$ cat src/rtl/fft_pkg.sv
// rtl/fft_pkg.sv - shared constants, sample type, bit-reversal helper and read FSM states for fft_reorder
package fft_pkg;

    localparam int WIDTH = 16;
    localparam int N     = 64;
    localparam int LOG2N = 6;

    typedef struct packed {
        logic signed [WIDTH-1:0] re;
        logic signed [WIDTH-1:0] im;
    } cplx_t;

    typedef enum logic {
        IDLE = 1'b0,
        READ = 1'b1
    } rd_state_t;

    function automatic logic [LOG2N-1:0] bitrev(input logic [LOG2N-1:0] idx);
        logic [LOG2N-1:0] r;
        for (int i = 0; i < LOG2N; i++) begin
            r[i] = idx[LOG2N-1-i];
        end
        return r;
    endfunction

endpackage

$ cat src/rtl/fft_reorder_ram.sv
// rtl/fft_reorder_ram.sv - simple dual-port RAM, one write port, one synchronous read port
//
// Ports:
//   clock            system clock
//   wr_en/addr/data  write port
//   rd_en/addr       read request; rd_data valid the cycle after rd_en
//   rd_data          registered read data (old contents on a same-address write)
module fft_reorder_ram #(
    parameter int DW = 32,
    parameter int AW = 7
) (
    input  logic          clock,
    input  logic          wr_en,
    input  logic [AW-1:0] wr_addr,
    input  logic [DW-1:0] wr_data,
    input  logic          rd_en,
    input  logic [AW-1:0] rd_addr,
    output logic [DW-1:0] rd_data
);

    logic [DW-1:0] mem [0:(1<<AW)-1];

    always_ff @(posedge clock) begin
        if (wr_en) begin
            mem[wr_addr] <= wr_data;
        end
        if (rd_en) begin
            rd_data <= mem[rd_addr];
        end
    end

endmodule

$ cat src/rtl/fft_reorder.sv
// rtl/fft_reorder.sv - ping-pong bit-reversal reorder buffer behind the 64-point FFT core
//
// Ports:
//   clock, reset           system clock, synchronous active-low reset
//   di_en/di_re/di_im      input samples in bit-reversed order (no backpressure)
//   do_rdy                 downstream ready
//   do_en/do_re/do_im      output samples in natural order
//   do_sop                 first word of each output frame
//   overrun                sticky flag: an input sample was dropped
//
// Build option: FFT_REORDER_FFTSHIFT_EN emits each frame DC-centred (N/2..N-1, 0..N/2-1).
module fft_reorder
    import fft_pkg::*;
#(
    parameter int WIDTH = fft_pkg::WIDTH,
    parameter int N     = fft_pkg::N,
    parameter int LOG2N = fft_pkg::LOG2N
) (
    input  logic                    clock,
    input  logic                    reset,
    input  logic                    di_en,
    input  logic signed [WIDTH-1:0] di_re,
    input  logic signed [WIDTH-1:0] di_im,
    input  logic                    do_rdy,
    output logic                    do_en,
    output logic signed [WIDTH-1:0] do_re,
    output logic signed [WIDTH-1:0] do_im,
    output logic                    do_sop,
    output logic                    overrun
);

    localparam int AW = LOG2N + 1;
    localparam int DW = 2 * WIDTH;
    localparam logic [LOG2N-1:0] LAST = LOG2N'(N - 1);

    logic [LOG2N-1:0] wr_cnt, rd_cnt;
    logic             wr_bank, rd_bank;
    logic [1:0]       full, full_next;
    rd_state_t        state;

    logic             rd_issue, rd_last, rd_release, wr_ok;
    logic [AW-1:0]    wr_addr, rd_addr;
    logic [DW-1:0]    ram_q;
    logic             ram_vld, ram_sop;

    logic [1:0]       sk_cnt, occ;
    cplx_t            sk_dat0, sk_dat1;
    logic             sk_sop0, sk_sop1;
    logic             pop;

    assign pop = (sk_cnt != 2'd0) && do_rdy;
    // Words already committed: held in the skid plus one possibly in the RAM pipe.
    assign occ = sk_cnt + {1'b0, ram_vld};

    assign rd_last    = (rd_cnt == LAST);
    assign rd_issue   = full[rd_bank] && ((occ < 2'd2) || (occ == 2'd2 && pop));
    assign rd_release = rd_issue && rd_last;
    // A bank freed on this very edge may take the incoming sample.
    assign wr_ok      = di_en && (!full[wr_bank] || (rd_release && (rd_bank == wr_bank)));

    assign wr_addr = {wr_bank, bitrev(wr_cnt)};
`ifdef FFT_REORDER_FFTSHIFT_EN
    assign rd_addr = {rd_bank, rd_cnt ^ LOG2N'(N / 2)};
`else
    assign rd_addr = {rd_bank, rd_cnt};
`endif

    always_comb begin
        full_next = full;
        if (rd_release) begin
            full_next[rd_bank] = 1'b0;
        end
        if (wr_ok && wr_cnt == LAST) begin
            full_next[wr_bank] = 1'b1;
        end
    end

    always_ff @(posedge clock) begin
        if (!reset) begin
            wr_cnt  <= '0;
            wr_bank <= 1'b0;
            full    <= 2'b00;
            overrun <= 1'b0;
        end else begin
            full <= full_next;
            if (wr_ok) begin
                if (wr_cnt == LAST) begin
                    wr_cnt  <= '0;
                    wr_bank <= ~wr_bank;
                end else begin
                    wr_cnt <= wr_cnt + 1'b1;
                end
            end
            if (di_en && !wr_ok) begin
                overrun <= 1'b1;
            end
        end
    end

    // Read FSM. The first word is issued straight from IDLE so a frame
    // follows its predecessor with no bubble.
    always_ff @(posedge clock) begin
        if (!reset) begin
            state   <= IDLE;
            rd_cnt  <= '0;
            rd_bank <= 1'b0;
            ram_vld <= 1'b0;
            ram_sop <= 1'b0;
        end else begin
            ram_vld <= rd_issue;
            ram_sop <= rd_issue && (rd_cnt == '0);
            if (rd_issue) begin
                if (rd_last) begin
                    rd_cnt  <= '0;
                    rd_bank <= ~rd_bank;
                    state   <= IDLE;
                end else begin
                    rd_cnt <= rd_cnt + 1'b1;
                    state  <= READ;
                end
            end else if (state == IDLE && full[rd_bank]) begin
                state <= READ;
            end
        end
    end

    fft_reorder_ram #(
        .DW(DW),
        .AW(AW)
    ) u_ram (
        .clock   (clock),
        .wr_en   (wr_ok),
        .wr_addr (wr_addr),
        .wr_data ({di_re, di_im}),
        .rd_en   (rd_issue),
        .rd_addr (rd_addr),
        .rd_data (ram_q)
    );

    // Two-entry output skid; entry 0 drives the outputs and only moves on a transfer.
    always_ff @(posedge clock) begin
        if (!reset) begin
            sk_cnt  <= 2'd0;
            sk_dat0 <= '0;
            sk_dat1 <= '0;
            sk_sop0 <= 1'b0;
            sk_sop1 <= 1'b0;
        end else begin
            case ({ram_vld, pop})
                2'b11: begin
                    if (sk_cnt == 2'd1) begin
                        sk_dat0 <= cplx_t'(ram_q);
                        sk_sop0 <= ram_sop;
                    end else begin
                        sk_dat0 <= sk_dat1;
                        sk_sop0 <= sk_sop1;
                        sk_dat1 <= cplx_t'(ram_q);
                        sk_sop1 <= ram_sop;
                    end
                end
                2'b01: begin
                    sk_dat0 <= sk_dat1;
                    sk_sop0 <= sk_sop1;
                    sk_cnt  <= sk_cnt - 2'd1;
                end
                2'b10: begin
                    if (sk_cnt == 2'd0) begin
                        sk_dat0 <= cplx_t'(ram_q);
                        sk_sop0 <= ram_sop;
                    end else begin
                        sk_dat1 <= cplx_t'(ram_q);
                        sk_sop1 <= ram_sop;
                    end
                    sk_cnt <= sk_cnt + 2'd1;
                end
                default: begin
                end
            endcase
        end
    end

    assign do_en  = (sk_cnt != 2'd0);
    assign do_sop = sk_sop0 && do_en;
    assign do_re  = sk_dat0.re;
    assign do_im  = sk_dat0.im;

endmodule

$ cat config.mk
export PLATFORM = sky130hd
export DESIGN_NAME = fft_reorder
export DESIGN_NICKNAME = d
export VERILOG_FILES = /design/src/rtl/fft_pkg.sv /design/src/rtl/fft_reorder_ram.sv /design/src/rtl/fft_reorder.sv
export SDC_FILE = /design/constraint.sdc
export NUM_CORES = 2
export LEC_CHECK = 0
export ABC_CLOCK_PERIOD_IN_PS = 5030
export CELL_PAD_IN_SITES_DETAIL_PLACEMENT = 2
export CELL_PAD_IN_SITES_GLOBAL_PLACEMENT = 2
export CORE_MARGIN = 1.5
export CORE_UTILIZATION = 46
export CTS_CLUSTER_SIZE = 40
export DETAILED_ROUTE_END_ITERATION = 16
export PLACE_DENSITY_LB_ADDON = 0.1
export SETUP_SLACK_MARGIN = 0.02
export SLEW_MARGIN = 20
export SYNTH_ARGS = -nofsm -noshare
export SYNTH_HDL_FRONTEND = slang
export SYNTH_SLANG_ARGS = --single-unit
$ cat constraint.sdc
create_clock -name clock -period 5.03 [get_ports clock]
set_input_delay 1.509 -clock clock [delete_from_list [all_inputs] [get_ports clock]]
set_output_delay 1.509 -clock clock [all_outputs]
set_load 0.01 [all_outputs]
# Word level (Yosys, flattened, before mapping)
# Memories as Yosys holds them, arrays and structs flattened. A register that Yosys moved wholly into a read port is not among the register bits.
# Index checks and enable logic that the tools add are counted.
# op_classes
magnitude_cmp	5
addsub	5
bitwise	5
muxes	27
eq_ne	11
reduce_logical	26
# op_table
cell	count
32-bit two-way mux	4
32-bit one-hot mux with 3 select lines	1
32-bit one-hot mux with 2 select lines	1
6-bit by 1-bit adder with 6-bit output (second input constant)	2
6-bit equality test (second input constant)	2
1-bit logical AND	12
1-bit two-way mux	12
6-bit two-way mux	2
2-bit equality test (second input constant)	3
6-bit logical NOT	1
2-bit inequality test (second input constant)	3
2-bit AND reduction	3
2-bit nonzero test	3
2-bit by 1-bit equality test with 1-bit output (second input constant)	2
1-bit by 2-bit < comparator with 1-bit output (second input constant)	2
2-bit two-way mux	2
2-bit one-hot mux with 2 select lines	1
1-bit one-hot mux with 3 select lines	1
3-bit AND reduction	1
3-bit nonzero test	1
2-bit by 1-bit adder with 2-bit output	1
2-bit by 1-bit adder with 2-bit output (second input constant)	1
2-bit bitwise AND	1
1-bit demux with 1-bit select	2
other kinds (11)	15
# totals
n_memories	1
ramBits	4096
ff_bits	87
in_bits	36
output_inout_bits	35
# mem_list
memory	words	word_bits	read_ports	rd_ports_with_merged_regs	wr	line	source
u_ram.mem	128	32	1	1	1	fft_reorder_ram.sv:21	logic [DW-1:0] mem [0:(1<<AW)-1];

# Longest topological paths before layout
# depth
word_depth	11
depth_mapped	12
depth_no_buf	11

# Modules after synthesis
# A second synthesis with hierarchy kept.
# hier_totals
hier_cells	6496
area_unflattened_um2	160769.2
# modules_own_cells
module	n_inst	cells_per_inst	area_each_um2
fft_reorder_ram	1	5990	156596.4
fft_reorder	1	506	4172.8

# Worst setup path after synthesis
# OpenSTA, ideal clock, no wires.
# synth_timing
path_type	in2reg
start	in do_rdy
end	mem u_ram.mem[106][0], enable pin
slack_ps	206
path_buffers	2
arrival_time_ps	4403
required_time_ps	4609
stages	8
setup_ps	421
cell_sequence	nand2b_1 -> o21a_1 -> o311ai_4 -> nand2_2 -> or4_1 -> buf_2 -> buf_6 -> nor2_1
# synth_between
elab_chain_len	10
# synth_lines
item	line	source
start: declaration	fft_reorder.sv:24	input logic do_rdy,
1-bit logical AND	fft_reorder.sv:51	assign pop = (sk_cnt != 2'd0) && do_rdy;
1-bit logical AND	fft_reorder.sv:56	assign rd_issue = full[rd_bank] && ((occ < 2'd2) || (occ == 2'd2 && pop));
1-bit logical OR	fft_reorder.sv:56	
1-bit logical AND	fft_reorder.sv:56	
1-bit logical AND	fft_reorder.sv:57	assign rd_release = rd_issue && rd_last;
1-bit logical AND	fft_reorder.sv:59	assign wr_ok = di_en && (!full[wr_bank] || (rd_release && (rd_bank == wr_bank)));
1-bit logical OR	fft_reorder.sv:59	
1-bit logical AND	fft_reorder.sv:59	
1-bit two-way mux	fft_reorder_ram.sv:24	if (wr_en) begin
1-bit two-way mux (implied by the code)	fft_reorder_ram.sv:25	mem[wr_addr] <= wr_data;
end: declaration	fft_reorder_ram.sv:21	
# No other way between the ends.

==> results by group <==
Timing
  • Fraction of the cycle the final worst path needs: 0.954
  • Total negative slack: 0 ps
  • Count of final hold-check violations: 0
  • RSZ-0062 raised after global routing: false
  • Final Setup Violations: 0
  • Clock Skews: 43.3 ps
  • Minimum clock period: 4800 ps
  • Slew headroom: 0.164
  • Slew Viols, Final: 0
  • WHS: 474 ps
  • Worst slew pin tran: 1250 ps
  • Fmax: 208 MHz

Clocking
  • CTS resizes: 0
  • CTS tree: done
  • Worst skew pair latency: 1010 ps
  • CTS buffer count: 441
  • CTS max path bufs: 4
  • # hold bufs at CTS: 0
  • Root buffer cell: clkbuf_16
  • Worst-path clk slew: 60 ps
  • Post-CTS Setup Bufs: 0
  • Htree depth: 5
  • Clk sinks: 4215

Die
  • Starting Density: 0.461
  • Die width: 597 um
  • Core area: 352000 um^2
  • Die height: 597 um
  • Ports: 71
  • Die Area: 357000 um^2
  • Num rows: 218

Logic synthesis
  • Syn Area/Cell: 21.7 um^2
  • FF+latch count, synth: 4215
  • Net Count, Synth: 7542
  • Syn Inst Count: 7497
  • Sequential area share after synthesis: 0.774
  • FFs w/ async S/R, synth: 0
  • Synthesized cell area: 162000 um^2
  • Main synth FF type: edfxtp_1
  • EDFF count, synth: 4128
  • Synth cell types: 57
  • Warnings, synthesis: 0

Route
  • Starting DRC count in detailed routing: 11491
  • Pre-Repair DR Iteration Count: 5
  • Avg WL per Cell: 42.4 um
  • DRT Wirelength: 558000 um
  • DRC viols: 0
  • Total number of vias: 85099
  • Via density: 6.46
  • Antenna Violating Nets Remaining: 0

Final layout
  • Commonest non-fill, non-tap cell in the layout: edfxtp_1
  • P&R area growth vs syn: 16.1%
  • Fraction of layout cells with a size suffix above 1: 0.274
  • Most frequent cells in the layout: edfxtp_1 (4128), mux4_2 (951), mux2i_1 (489)
  • NumNets Final: 8101

Worst setup path
  • Slowest CP cell: dfxtp_4
  • Type of origin of the critical path: register
  • Worst path buffer plus inverter count: 3
  • Worst R2R Setup Slack: 230 ps
  • CP cell instances: buf_12 -> buf_12 -> buf_4 -> mux4_2 -> a211oi_1 -> a211oi_1 -> nor3_1 -> a21oi_1
  • Setup crit end kind: register
  • Top delay family on crit path: flip-flops
  • Worst EP arrival: 5500 ps
  • Critical path class: reg2reg
  • Crit path max fanout: 35
  • Slowest cell delay on critical path: 1190 ps
  • Data required time of the worst path: 5730 ps

Placement
  • Buffers on Ports: 70
  • Final Wtd Congestion: 0.849
  • DP Wirelength: 337000 um

Power
  • Worst IR drop on VDD: 0.000350 V
  • Pleak: 56.2 nW
  • Pwr/cell area: 388 nW/um^2

GRT
  • Global route overflow: 0
  • First-pass GRT wire length: 761000 um
  • Vias in the first global route: 88801
  • Initial antenna violation count: 73
  • Gr usage total: 0.312
  • Maximum number of pins on one net before global-route repair: 108

Worst hold path
  • Hold Crit Class: reg2reg

Outcome
  • Outcome: finished clean

Flow run
  • Max Cap Viol: 0
==> state kept, by name (all words and copies together), names as in the netlist <==
name,cells
sk_sop1,1
u_ram.rd_data,32
ram_sop,1
wr_bank,1
wr_cnt,6
sk_dat1,32
rd_bank,1
sk_sop0,1
do_re,16
do_im,16
overrun,1
ram_vld,1
u_ram.mem,4096
sk_cnt,2
full,2
rd_cnt,6
==> cell usage after synthesis (4+ instances only) <==
cell type / instances / area [um^2]
nand3_1: 23 / 115
o22ai_1: 119 / 744
edfxtp_1: 4128 / 124000
a2111oi_0: 6 / 52.6
o31ai_1: 4 / 30.0
nor2_1: 229 / 860
a31oi_1: 4 / 25.0
xor2_1: 4 / 35.0
a22oi_1: 45 / 338
nand2b_1: 8 / 50.1
nor2b_1: 25 / 156
or3_1: 14 / 87.6
and3_1: 16 / 100
o21a_1: 20 / 150
o211ai_1: 5 / 37.5
mux4_2: 951 / 21400
clkbuf_1: 208 / 781
mux2_2: 55 / 619
a211oi_1: 161 / 1210
buf_4: 58 / 435
nand2_1: 159 / 597
a221oi_1: 49 / 429
dfxtp_1: 87 / 1740
a21oi_1: 191 / 956
nor3_1: 31 / 155
and2_1: 75 / 469
o21ai_0: 39 / 195
buf_2: 148 / 741
nor4_1: 28 / 175
ha_1: 9 / 113
buf_6: 7 / 78.8
o21bai_1: 6 / 45.0
inv_1: 9 / 33.8
mux2i_1: 489 / 4890
or2_2: 5 / 31.3
o221ai_1: 24 / 210
buf_1: 30 / 113
==> power breakdown <==
part | switching [mW] | total, mW | internal, mW
sequential | 0.0224 | 38.6 | 38.6
combinational | 1.23 | 1.49 | 0.262
clock | 14.4 | 33.1 | 18.7
total | 15.6 | 73.1 | 57.5
==> kinds of logic after synthesis <==
family                     after synthesis  share of synthesized area
DFF                                   4215                      0.774
muxes                                 1495                      0.166
AOI/OAI and AO/OA                      686                     0.0281
and+or+nand+nor                        622                     0.0177
buffers and inverters                  465                     0.0136
adders and majority gates                9                   0.000693
xor gates and xnor gates                 5                   0.000270
==> layer usage <==
layer	global-route usage	routed length [um]	up-vias
met5	0	123	-
met4	0.117	23800	20
met3	0.0457	42000	783
met2	0.511	272000	4309
met1	0.426	220000	47270
li1	-	-	32717
==> final cells by class <==
type / count / area, um^2
antenna: 12 / 30.0
fill: 29368 / 163000
clock inverter: 259 / 2580
inverter: 14 / 55.1
sequential: 4215 / 126000
multi-input combinational: 2817 / 35600
timing repair buffer: 567 / 7110
tap: 4730 / 5920
clock buffer: 550 / 11700
==> metrics by stage <==
| step | utilization | worst slack [ps] | instance area, um^2 | instances | power [mW] |
|---|---|---|---|---|---|
| after global routing | 0.536 | 162 | 189000 | 13154 | 74.7 |
| after global placement | 0.495 | 122 | 174000 | 12342 | 40.7 |
| after CTS | 0.536 | 210 | 189000 | 13151 | 73.6 |
| final | 0.536 | 229 | 189000 | 13164 | 73.2 |
| after detailed placement | 0.495 | 79.2 | 174000 | 12342 | 40.8 |
| after floorplan | - | 206 | 162000 | 7497 | 39.6 |
==> path summary, 6_finish.rpt <==
kind | startpoint | end | cells past startpoint
worst min-delay path | sk_dat1[23]$_SDFFE_PN0P_ | sk_dat1[23]$_SDFFE_PN0P_ | 2
worst min register to register | sk_dat1[23]$_SDFFE_PN0P_ | sk_dat1[23]$_SDFFE_PN0P_ | 2
worst max-delay path | rd_cnt[0]$_SDFFE_PN0P_ | u_ram.rd_data[0]$_DFFE_PP_ | 8
worst max register to register | rd_cnt[0]$_SDFFE_PN0P_ | u_ram.rd_data[0]$_DFFE_PP_ | 8
==> worst reg2reg max path, delay by kind of cell, from the launching register on <==
| family | cells | cell delay (ps) |
|---|---|---|
| DFF | 1 | 1190 |
| AOI/OAI and AO/OA | 3 | 760 |
| buffers and inverters | 3 | 1050 |
| and+or+nand+nor | 1 | 930 |
| muxes | 1 | 560 |
No activity file was read; power rests on OpenSTA's default activity.
